==> config.mk <==
export PLATFORM = sky130hd
export DESIGN_NAME = sram_port_arbiter
export DESIGN_NICKNAME = d
export VERILOG_FILES = /design/src/rtl/sram_port_arbiter.sv
export SDC_FILE = /design/constraint.sdc
export NUM_CORES = 1
export LEC_CHECK = 0
export ABC_AREA = 0
export CELL_PAD_IN_SITES_DETAIL_PLACEMENT = 0
export CELL_PAD_IN_SITES_GLOBAL_PLACEMENT = 1
export CORE_ASPECT_RATIO = 1.1
export CORE_MARGIN = 8
export CORE_UTILIZATION = 31
export DETAILED_ROUTE_END_ITERATION = 12
export PLACE_DENSITY_LB_ADDON = 0.1
export RECOVER_POWER = 50
export SYNTH_ARGS = -nofsm -noshare
export SYNTH_HDL_FRONTEND = slang
export SYNTH_SLANG_ARGS = --single-unit
==> constraint.sdc <==
create_clock -name ACLK -period 7.3 [get_ports ACLK]
set_input_delay 0.73 -clock ACLK [delete_from_list [all_inputs] [get_ports ACLK]]
set_output_delay 0.73 -clock ACLK [all_outputs]
set_load 0.1 [all_outputs]
==> src/rtl/sram_port_arbiter.sv <==
// Two-requester arbiter and access sequencer for a single-port SRAM macro.
// Optional feature macro: SRAM_ARB_ROUND_ROBIN_EN (alternating tie winner instead of fixed priority to requester 0).
module sram_port_arbiter #(
    parameter int ADDR_W = 14,
    parameter int DATA_W = 32,
    localparam int STRB_W = DATA_W / 8
) (
    input  logic                ACLK,
    input  logic                ARESET,
    input  logic [1:0]          REQ,
    input  logic [1:0]          WE,
    input  logic [2*ADDR_W-1:0] ADDR,
    input  logic [2*STRB_W-1:0] WSTRB,
    input  logic [2*DATA_W-1:0] WDATA,
    output logic [1:0]          GNT,
    output logic [1:0]          RSP_VALID,
    input  logic [1:0]          RSP_READY,
    output logic [DATA_W-1:0]   RDATA,
    output logic                CS,
    output logic                OE,
    output logic [STRB_W-1:0]   WEB,
    output logic [ADDR_W-1:0]   A,
    output logic [DATA_W-1:0]   DI,
    input  logic [DATA_W-1:0]   DO
);

    typedef enum logic [1:0] {
        ST_IDLE   = 2'd0,
        ST_ACCESS = 2'd1,
        ST_READ   = 2'd2,
        ST_RESP   = 2'd3
    } state_t;

    state_t              state_r;
    state_t              state_s;
    logic                grant_s;
    logic                win_s;
    logic                win_we_s;
    logic [ADDR_W-1:0]   win_addr_s;
    logic [STRB_W-1:0]   win_wstrb_s;
    logic [DATA_W-1:0]   win_wdata_s;
    logic                rsp_done_s;
    logic                id_r;
    logic                we_r;
    logic                cs_r;
    logic                oe_r;
    logic [STRB_W-1:0]   web_r;
    logic [ADDR_W-1:0]   a_r;
    logic [DATA_W-1:0]   di_r;
    logic [1:0]          rsp_valid_r;
    logic [DATA_W-1:0]   rdata_r;
`ifdef SRAM_ARB_ROUND_ROBIN_EN
    logic                last_grant_r;
`endif

    // Arbitration: GNT is a Mealy pulse of IDLE so the SRAM access lands in the very next cycle
    always_comb begin
        grant_s = 1'b0;
        win_s   = 1'b0;
        if ((state_r == ST_IDLE) && (REQ != 2'b00)) begin
            grant_s = 1'b1;
`ifdef SRAM_ARB_ROUND_ROBIN_EN
            if (REQ == 2'b11) begin
                win_s = ~last_grant_r;
            end else begin
                win_s = REQ[1];
            end
`else
            win_s = ~REQ[0];
`endif
        end else begin
            grant_s = 1'b0;
            win_s   = 1'b0;
        end
    end

    // Select the winning requester's operands
    always_comb begin
        win_we_s    = 1'b0;
        win_addr_s  = {ADDR_W{1'b0}};
        win_wstrb_s = {STRB_W{1'b0}};
        win_wdata_s = {DATA_W{1'b0}};
        if (win_s) begin
            win_we_s    = WE[1];
            win_addr_s  = ADDR[2*ADDR_W-1:ADDR_W];
            win_wstrb_s = WSTRB[2*STRB_W-1:STRB_W];
            win_wdata_s = WDATA[2*DATA_W-1:DATA_W];
        end else begin
            win_we_s    = WE[0];
            win_addr_s  = ADDR[ADDR_W-1:0];
            win_wstrb_s = WSTRB[STRB_W-1:0];
            win_wdata_s = WDATA[DATA_W-1:0];
        end
    end

    assign GNT        = {grant_s & win_s, grant_s & ~win_s};
    assign rsp_done_s = (state_r == ST_RESP) && RSP_READY[id_r];

    // Next-state logic for the access sequencer
    always_comb begin
        state_s = state_r;
        case (state_r)
            ST_IDLE: begin
                if (grant_s) begin
                    state_s = ST_ACCESS;
                end else begin
                    state_s = ST_IDLE;
                end
            end
            ST_ACCESS: begin
                if (we_r) begin
                    state_s = ST_RESP;
                end else begin
                    state_s = ST_READ;
                end
            end
            ST_READ: state_s = ST_RESP;
            ST_RESP: begin
                if (rsp_done_s) begin
                    state_s = ST_IDLE;
                end else begin
                    state_s = ST_RESP;
                end
            end
            default: state_s = ST_IDLE;
        endcase
    end

    // State register and latched request attributes
    always_ff @(posedge ACLK or posedge ARESET) begin
        if (ARESET) begin
            state_r <= ST_IDLE;
            id_r    <= 1'b0;
            we_r    <= 1'b0;
        end else begin
            state_r <= state_s;
            if (grant_s) begin
                id_r <= win_s;
                we_r <= win_we_s;
            end
        end
    end

`ifdef SRAM_ARB_ROUND_ROBIN_EN
    // Remember the last winner; reset value lets requester 0 take the first tie
    always_ff @(posedge ACLK or posedge ARESET) begin
        if (ARESET) begin
            last_grant_r <= 1'b1;
        end else if (grant_s) begin
            last_grant_r <= win_s;
        end
    end
`endif

    // SRAM pins, registered from the next state so they line up with the state they belong to
    always_ff @(posedge ACLK or posedge ARESET) begin
        if (ARESET) begin
            cs_r  <= 1'b0;
            oe_r  <= 1'b0;
            web_r <= {STRB_W{1'b1}};
            a_r   <= {ADDR_W{1'b0}};
            di_r  <= {DATA_W{1'b0}};
        end else begin
            cs_r <= (state_s == ST_ACCESS);
            oe_r <= (state_s == ST_READ);
            if (grant_s && win_we_s) begin
                web_r <= ~win_wstrb_s;
                di_r  <= win_wdata_s;
            end else begin
                web_r <= {STRB_W{1'b1}};
            end
            if (grant_s) begin
                a_r <= win_addr_s;
            end
        end
    end

    // Response channel: valid held through backpressure, read data captured at the end of READ
    always_ff @(posedge ACLK or posedge ARESET) begin
        if (ARESET) begin
            rsp_valid_r <= 2'b00;
            rdata_r     <= {DATA_W{1'b0}};
        end else begin
            if (state_s == ST_RESP) begin
                rsp_valid_r <= {id_r, ~id_r};
            end else begin
                rsp_valid_r <= 2'b00;
            end
            case (state_r)
                ST_READ: rdata_r <= DO;
                ST_RESP: begin
                    if (rsp_done_s) begin
                        rdata_r <= {DATA_W{1'b0}};
                    end else begin
                        rdata_r <= rdata_r;
                    end
                end
                default: rdata_r <= {DATA_W{1'b0}};
            endcase
        end
    end

    assign CS        = cs_r;
    assign OE        = oe_r;
    assign WEB       = web_r;
    assign A         = a_r;
    assign DI        = di_r;
    assign RSP_VALID = rsp_valid_r;
    assign RDATA     = rdata_r;

endmodule

## Word-level counts from Yosys, hierarchy flattened

Cells that the tools add are included.

- Bits in registers: 90
- Bits in latches: 0
- Bits in writable memories: 0
- Memory bits (read-only): 0
- Input bits: 140
- Output and inout port bits: 88
- Memories: 0

- Add/sub/neg operators: 0
- Multiply operators: 0
- Div/mod/pow operators: 0
- Order comparisons: 1
- Equal/unequal tests: 7
- Shift-type cells: 0
- Muxes and demuxes: 16
- Bitwise operators: 6
- Reduce and logical (&&, ||, !) cells: 5

Operator list:

| kind | count |
|---|---|
| $mux W32 | 2 |
| $pmux W32 S2 | 1 |
| $mux W14 | 1 |
| $eq A2 B2 Y1 const B | 4 |
| $mux W4 | 2 |
| $pmux W2 S4 | 1 |
| $mux W1 | 7 |
| $eq A2 B1 Y1 const B | 2 |
| $mux W2 | 2 |
| $not A4 Y4 | 1 |
| $logic_and A1 B1 Y1 | 3 |
| $not A1 Y1 | 3 |
| $and A1 B1 Y1 | 2 |
| $logic_not A2 Y1 | 1 |
| $lt A1 B2 Y1 const B | 1 |
| $ne A2 B2 Y1 const B | 1 |
| $reduce_bool A2 Y1 | 1 |

## Logic depth before layout (Yosys ltp)

- Word-level depth: 7
- Depth in mapped cells: 6
- Depth with buffers taken out: 3

## Least setup slack after synthesis

OpenSTA, ideal clock, no wires.

- Path type: input -> output
- Start point: in REQ[0]
- End point: out GNT[0]
- Data arrival time: 1.706 ns
- Path slack: 4.864 ns
- Stages on the path: 4
- Buffers on the path: 3
- Path through: buf_2 > and2_1 > clkbuf_1 > buf_2

- Word-level cells in the longest chain between the ends: 5
- Elaborated cells on any way between the ends: 7
- Those cells by class: mux: 2; bitwise: 3; reduce/logical: 2

Ends and longest elaborated chain:

| element | RTL line | text |
|---|---|---|
| from (decl) | 10 | `input logic [1:0] REQ,` |
| $reduce_bool A2 Y1 | 60 | `if ((state_r == ST_IDLE) && (REQ != 2'b00)) begin` |
| $logic_and A1 B1 Y1 | 60 |  |
| $mux W1 | 60 |  |
| $not A1 Y1 | 96 | `assign GNT = {grant_s & win_s, grant_s & ~win_s};` |
| $and A1 B1 Y1 (*) | 96 |  |
| to (decl) | 15 | `output logic [1:0] GNT,` |

Every way passes the cells marked *; elsewhere a longest branch is shown, timed or not.

## Worst setup path in the final report

Same ends and word-level chain as after synthesis.

==> key figures <==
Status
  – Status: finished with violations
  – Failing checks: capacitance limit, slew limit

Drt
  – WL met2: 6.012 mm
  – Final WL: roughly 13 mm
  – First-pass DRT Iterations: 4
  – Top layer in use: met5
  – Via count: 3186
  – 1st-iter DRT viols: 171
  – DRC Markers: 0
  – Wire length per cell: around 19 um
  – Met3 WL: around 1.3 mm
  – Final ANT Viol Nets: 0
  – Met1 WL: 5.200 mm
  – Vias per cell: just under 5

Yosys
  – Number of distinct library cells after synthesis: 30
  – Mapped cell area: between 3000 and 4000 sq um
  – EDFF count, synth: 0
  – Avg Inst Size Synth: 14.17 sq um
  – Synth Flop Type: dfrtp_1
  – Synth Register Bits: 90
  – Dominant cells by area after synthesis: dfrtp_1 (55%), mux2_2 (14%), a22o_1 (7.1%)
  – Seq/Total Area, Yosys: 57.31%
  – Top-count cell post-synth: dfrtp_1
  – Gate Count Post-Synth: 278
  – Fraction of registers with async set/reset: 100.0%
  – Top cell type's share of synthesized area: 54.64%
  – Syn_nets: 418
  – Synth Warn #: 0
  – Commonest cells in the netlist: dfrtp_1 (86), mux2_2 (48), a22o_1 (32)
  – Area leader, netlist: dfrtp_1

Finish
  – Flip-flop and latch area: around 2300 sq um
  – # nets final: 637
  – Fill cell count: 1138
  – Layout overhead on the synthesized area: 66.52%
  – Layout cells sized above 1: around 15%
  – Area of the multi-input gates: 1506 sq um
  – Util after Layout: 52.32%

CTS
  – Clock tree buffer depth: 2
  – Post-CTS setup buffers: 0
  – Root Driver: clkbuf_16
  – Post_cts resized: 0
  – H-tree depth: 3
  – TritonCTS buffer count: 9
  – Clock sinks: 90
  – CTS tree: yes
  – Clock Latency Late Sink: 330 ps
  – Post-CTS Hold Fix Bufs: 0
  – Clock slew at reported path FFs: about 70 ps

Floorplan
  – Core Area: 12540 sq um
  – Die Height: 134.2 um
  – Starting density of the core: 31.42%
  – Chip width: 123.5 um
  – IO Pins: ~230
  – FP Rows: 43
  – Die ar.: 16570 sq um

Global route
  – Initial antenna violation count: 2
  – First-pass GRT wire length: around 20 mm
  – Total global routing overflow: 0
  – Total GRT Usage: 14.95%
  – Largest net degree at the start of global routing: 78
  – Vias in the first global route: ~3500

Critical path
  – Reg-to-reg startpoint: state_r[1]
  – Crit. End Element: output port
  – Worst Path Max Fanout: 21
  – Setup CP Type: primary input to output port
  – Critical Path Start: REQ[0]
  – Worst R2R Setup Slack: approximately 4000 ps
  – Startpoint types: primary input
  – CP required: between 6000 and 7000 ps
  – Arr. time, crit path: 3680 ps

Placement
  – Setup slack at placement: a little under 3000 ps
  – PortBufs: 227
  – DPL Wire Length: just over 9 mm
  – RD Place Congestion: 0.7085

Timing
  – Fin Setup TNS: 0 ps
  – RSZ-0062 raised after global routing: no
  – Final Worst Setup Slack: 2888 ps
  – Final hold violation count: 0
  – Endpoints failing setup: 0
  – Skew final: 5.298 ps
  – Maximum clock frequency: 226.7 MHz
  – Min cycle time layout: 4412 ps
  – WHS: 489.3 ps
  – Slew @ Worst Pin: 2075 ps
  – Fin crit share: 60.44%
  – Slew Limit Fails: 71
  – Slew HR: -38.35%

Min path
  – Hold WC Path Type: register to register
  – Min-delay src: id_r

Job
  – Max cap viols: 2
==> worst max-delay path, stage by stage <==
cell	delay (ps)
dlygate4sd3_1	1080
and2_1	600
clkdlybuf4s50_1	1250
==> state kept, by name, indices dropped and copies added (netlist names) <==
| register | cells |
|---|---|
| OE | 1 |
| WEB | 4 |
| RDATA | 32 |
| state_r | 2 |
| A | 14 |
| CS | 1 |
| id_r | 1 |
| DI | 32 |
| RSP_VALID | 2 |
| we_r | 1 |
==> final cells by class <==
type | count | share of cell area (%)
Timing Repair Buffer | 233 | 35.22
Tap cell | 157 | 2.995
Multi-Input combinational cell | 161 | 22.97
Antenna cell | 1 | 0.03815
Clock buffer | 9 | 3.434
Sequential cell | 90 | 34.41
Clock inverter | 7 | 0.8012
Inverter | 2 | 0.1335
==> stage by stage <==
step,cells,cell area [sq um]
after global placement,643,6297
after global routing,660,6559
after detailed placement,643,6297
final,660,6559
after CTS,659,6575
after floorplan,278,3939
==> metal layers <==
layer / vias to the layer above / track usage (%)
met5: - / 0
met2: 130 / 23.91
met1: 1568 / 18.16
met3: 9 / 6.263
met4: 2 / 3.617
li1: 1477 / -
==> logic make-up after synthesis <==
kind of cell / Yosys count / share of synthesized area, %
flops: 90 / 57.31
compound gates: 53 / 12.04
buf+inv: 27 / 4.225
mux: 69 / 19.70
simple gates: 39 / 6.735
==> final timing paths <==
kind,to,cells past startpoint
setup / recovery,GNT[0],3
setup reg to reg,DI[25],4
min in group asynchronous,RDATA[2],2
hold / removal,RSP_VALID[0],1
max in group asynchronous,DI[13],3
hold reg to reg,RSP_VALID[0],1
==> placed cells by master, fill, tap and decap left out, drive strengths merged, types with 3 or more instances in the layout <==
cell and count:
a221o 14, nor4b 15, inv 3, a22o 32, clkdlybuf4s50 219, buf 4
a21oi 3, mux2 68, clkbuf 11, clkinv 4, dfrtp 86, nor2 5
dfstp 4, dlygate4sd3 8, nand2 10
Power is not shown: default switching activity piles up to over one toggle a cycle in this logic, so the estimate is an artifact.
==> variant (same settings) <==
The parameter `DATA_W` goes from 32 to 40.
--- a/src/rtl/sram_port_arbiter.sv
+++ b/src/rtl/sram_port_arbiter.sv
@@ -4,3 +4,3 @@
     parameter int ADDR_W = 14,
-    parameter int DATA_W = 32,
+    parameter int DATA_W = 40,
     localparam int STRB_W = DATA_W / 8
Ports: changed (6 resized); port bits go from 228 to 271. No check against the original RTL was run, so the function may have changed too.
==> variant against the unedited design <==
- routed wire length is 31% higher
- highest routed layer is now met4
- final area is 16% higher
- sequential cell count is 17 higher
- area after synthesis is 17% higher
- sequential share of layout area is 0.95 points higher
- critical path type unchanged
- largest cell class unchanged
- critical endpoint unchanged
- the run still ends with capacitance limit, slew limit left
- worst setup slack worse by 0.63 ns
Power is left out: the tool's default activity adds up to more than one toggle a clock period on the data nets, which glitch-free logic cannot reach.
==> variant: results (changes against the unedited design) <==
set qor(crit_slowest_cell) {clkdlybuf4s50_1}
set qor(reg2reg_setup_slack_ns) 4.73 ;# +0.66 ns
set qor(number_of_antenna_violations_at_the_first_check_in_global_routing) 0 ;# -2
set qor(via_count_of_the_first_global_routing_pass) 4358 ;# +24%
set qor(violations_in_the_final_reports) {capacitance limit, slew limit}
set qor(wirelength_met1_mm) 6.72 ;# +29%
set qor(wl_met2_mm) 8.24 ;# +37%
set qor(fillerInstances) 1365 ;# +20%
set qor(synth_top_cells_by_count) {dfrtp_1 (102), o22ai_1 (80), nand2_1 (45), a22o_1 (40), mux2_2 (19)}
set qor(clk_latency_ns) 0.35 ;# +0.02 ns
set qor(met3WireLength_mm) 1.28 ;# +0.87%
set qor(num-nets-final) 799 ;# +25%
set qor(seq_cell_count) 107 ;# +19%
set qor(top_layer) {met4}
set qor(multi_input_combinational_area_share_pct) 21.5 ;# -1.5 points
set qor(async_reset_ff_share_pct) 100 ;# unchanged
set qor(placement.io_buffers) 270 ;# +19%
set qor(n_multi_input_combinational_cell) 237 ;# +47%
set qor(final_max_slew_viol_count) 140 ;# +97%
set qor(reg2regPathDepth) 3 ;# -1
set qor(r2r_start) {state_r[0]$_DFF_PP0_}
set qor(seq_share_pct) 35.4 ;# +0.95 points
set qor(worstReg2RegEnd) {WEB[0]$_DFF_PP1_}
set qor(seq_area_frac_synth_pct) 58.0 ;# +0.70 points
set qor(outcome) {finished, violations left}
set qor(type_of_the_worst_min_delay_path) {reg -> reg}
set qor(max-cap-violations) 4 ;# +2
set qor(grt_first_pass_wirelength_mm) 25.4 ;# +30%
set qor(area_share_clock_buf_inv_pct) 3.69 ;# -0.54 points
set qor(final.signal_buffer_count) 276 ;# +18%
set qor(dp_hpwl_mm) 12.0 ;# +29%
set qor(clock_buffers) 11 ;# +2
set qor(yosys.cell_types.count) 38 ;# +27%
set qor(route.detailed.wl_per_inst_um) 19.7 ;# +3.2%
set qor(synth_area_leaders) {dfrtp_1 (55%), o22ai_1 (11%), a22o_1 (7.6%), mux2_2 (4.6%), buf_6 (3.9%)}
set qor(worstHoldStart) {RDATA[31]$_DFFE_PP0N_}
set qor(critical_path_peak_fanout) 37 ;# +76%
set qor(clock-skew-final_ns) 0.00720 ;# +0.00190 ns
set qor(final-nonclk-buf-share_pct) 36.1 ;# +0.86 points
set qor(timing_worst_slew_pin_value_ns) 2.81 ;# +0.733 ns
set qor(grt_start_max_net_pins) 67 ;# -14%
set qor(route.vias.total) 4144 ;# +30%
set qor(synth_fp_nets) 551 ;# +32%
set qor(violation_count_after_the_first_detailed_routing_iteration) 252 ;# +47%
set qor(min_delay_worst_endpoint) {RDATA[31]$_DFFE_PP0N_}
set qor(total_routing_resource_utilization_after_global_routing_pct) 16.9 ;# +1.9 points
set qor(globalplace.congestion) 0.760 ;# +7.3%
set qor(cts_resized) 0 ;# unchanged
set qor(layout-drive-gt1-share_pct) 8.46 ;# -6.7 points
[variant: cell types whose count changed in the layout (fill, tap and decap cells not counted), sizes merged, moves of 8 or more]
cell,change
o22ai,+80
clkdlybuf4s50,+47
mux2,-46
nand2,+35
dfrtp,+16
nor4b,-15
a221o,-14
a22o,+8
[variant: worst max-delay path by stage]
stage                       end   start  cells after the start  slack (ns)
2_1_floorplan  A[0]$_DFFE_PP0N_  ARESET                      1        3.76
3_3_place_gp             GNT[1]  REQ[1]                      5        3.16
3_5_place_dp             GNT[1]  REQ[1]                      5        3.16
4_1_cts                  GNT[1]  REQ[1]                      5        3.14
5_1_grt                  GNT[0]  REQ[0]                      4        2.04
6_report                 GNT[0]  REQ[0]                      4        2.26
[variant: stage by stage]
step                      instance area (µm²)  instances  hold WS, ns  setup WS [ns]  utilization [%]
after CTS                                7610        834        0.501           3.14             51.3
after global placement                   7330        818        0.481           3.16             49.5
after global routing                     7590        834        0.519           2.04             51.2
after detailed placement                 7330        818        0.482           3.16             49.5
final                                    7590        835        0.499           2.26             51.2
after floorplan                          4630        385        0.444           3.76                -
[variant: layer usage]
layer,GRT usage (%),vias to the layer above
met5,0,-
met4,5.92,0
met3,5.73,12
met2,28.1,157
met1,20.0,2038
li1,-,1937
[variant: worst register-to-register path, cell delays in order, from the launching register on]
cell      delay (ns)
dfrtp_1         0.54
nor2_4          0.30
o21ai_0         0.97
o311ai_1        0.64
[variant: cells by family after synthesis]
family,Yosys count,share of synthesized area (%)
AOI/OAI and AO/OA,142,21.8
DFF,107,58.0
and+or+nand+nor,72,7.82
buffers and inverters,41,6.54
muxes,23,5.81
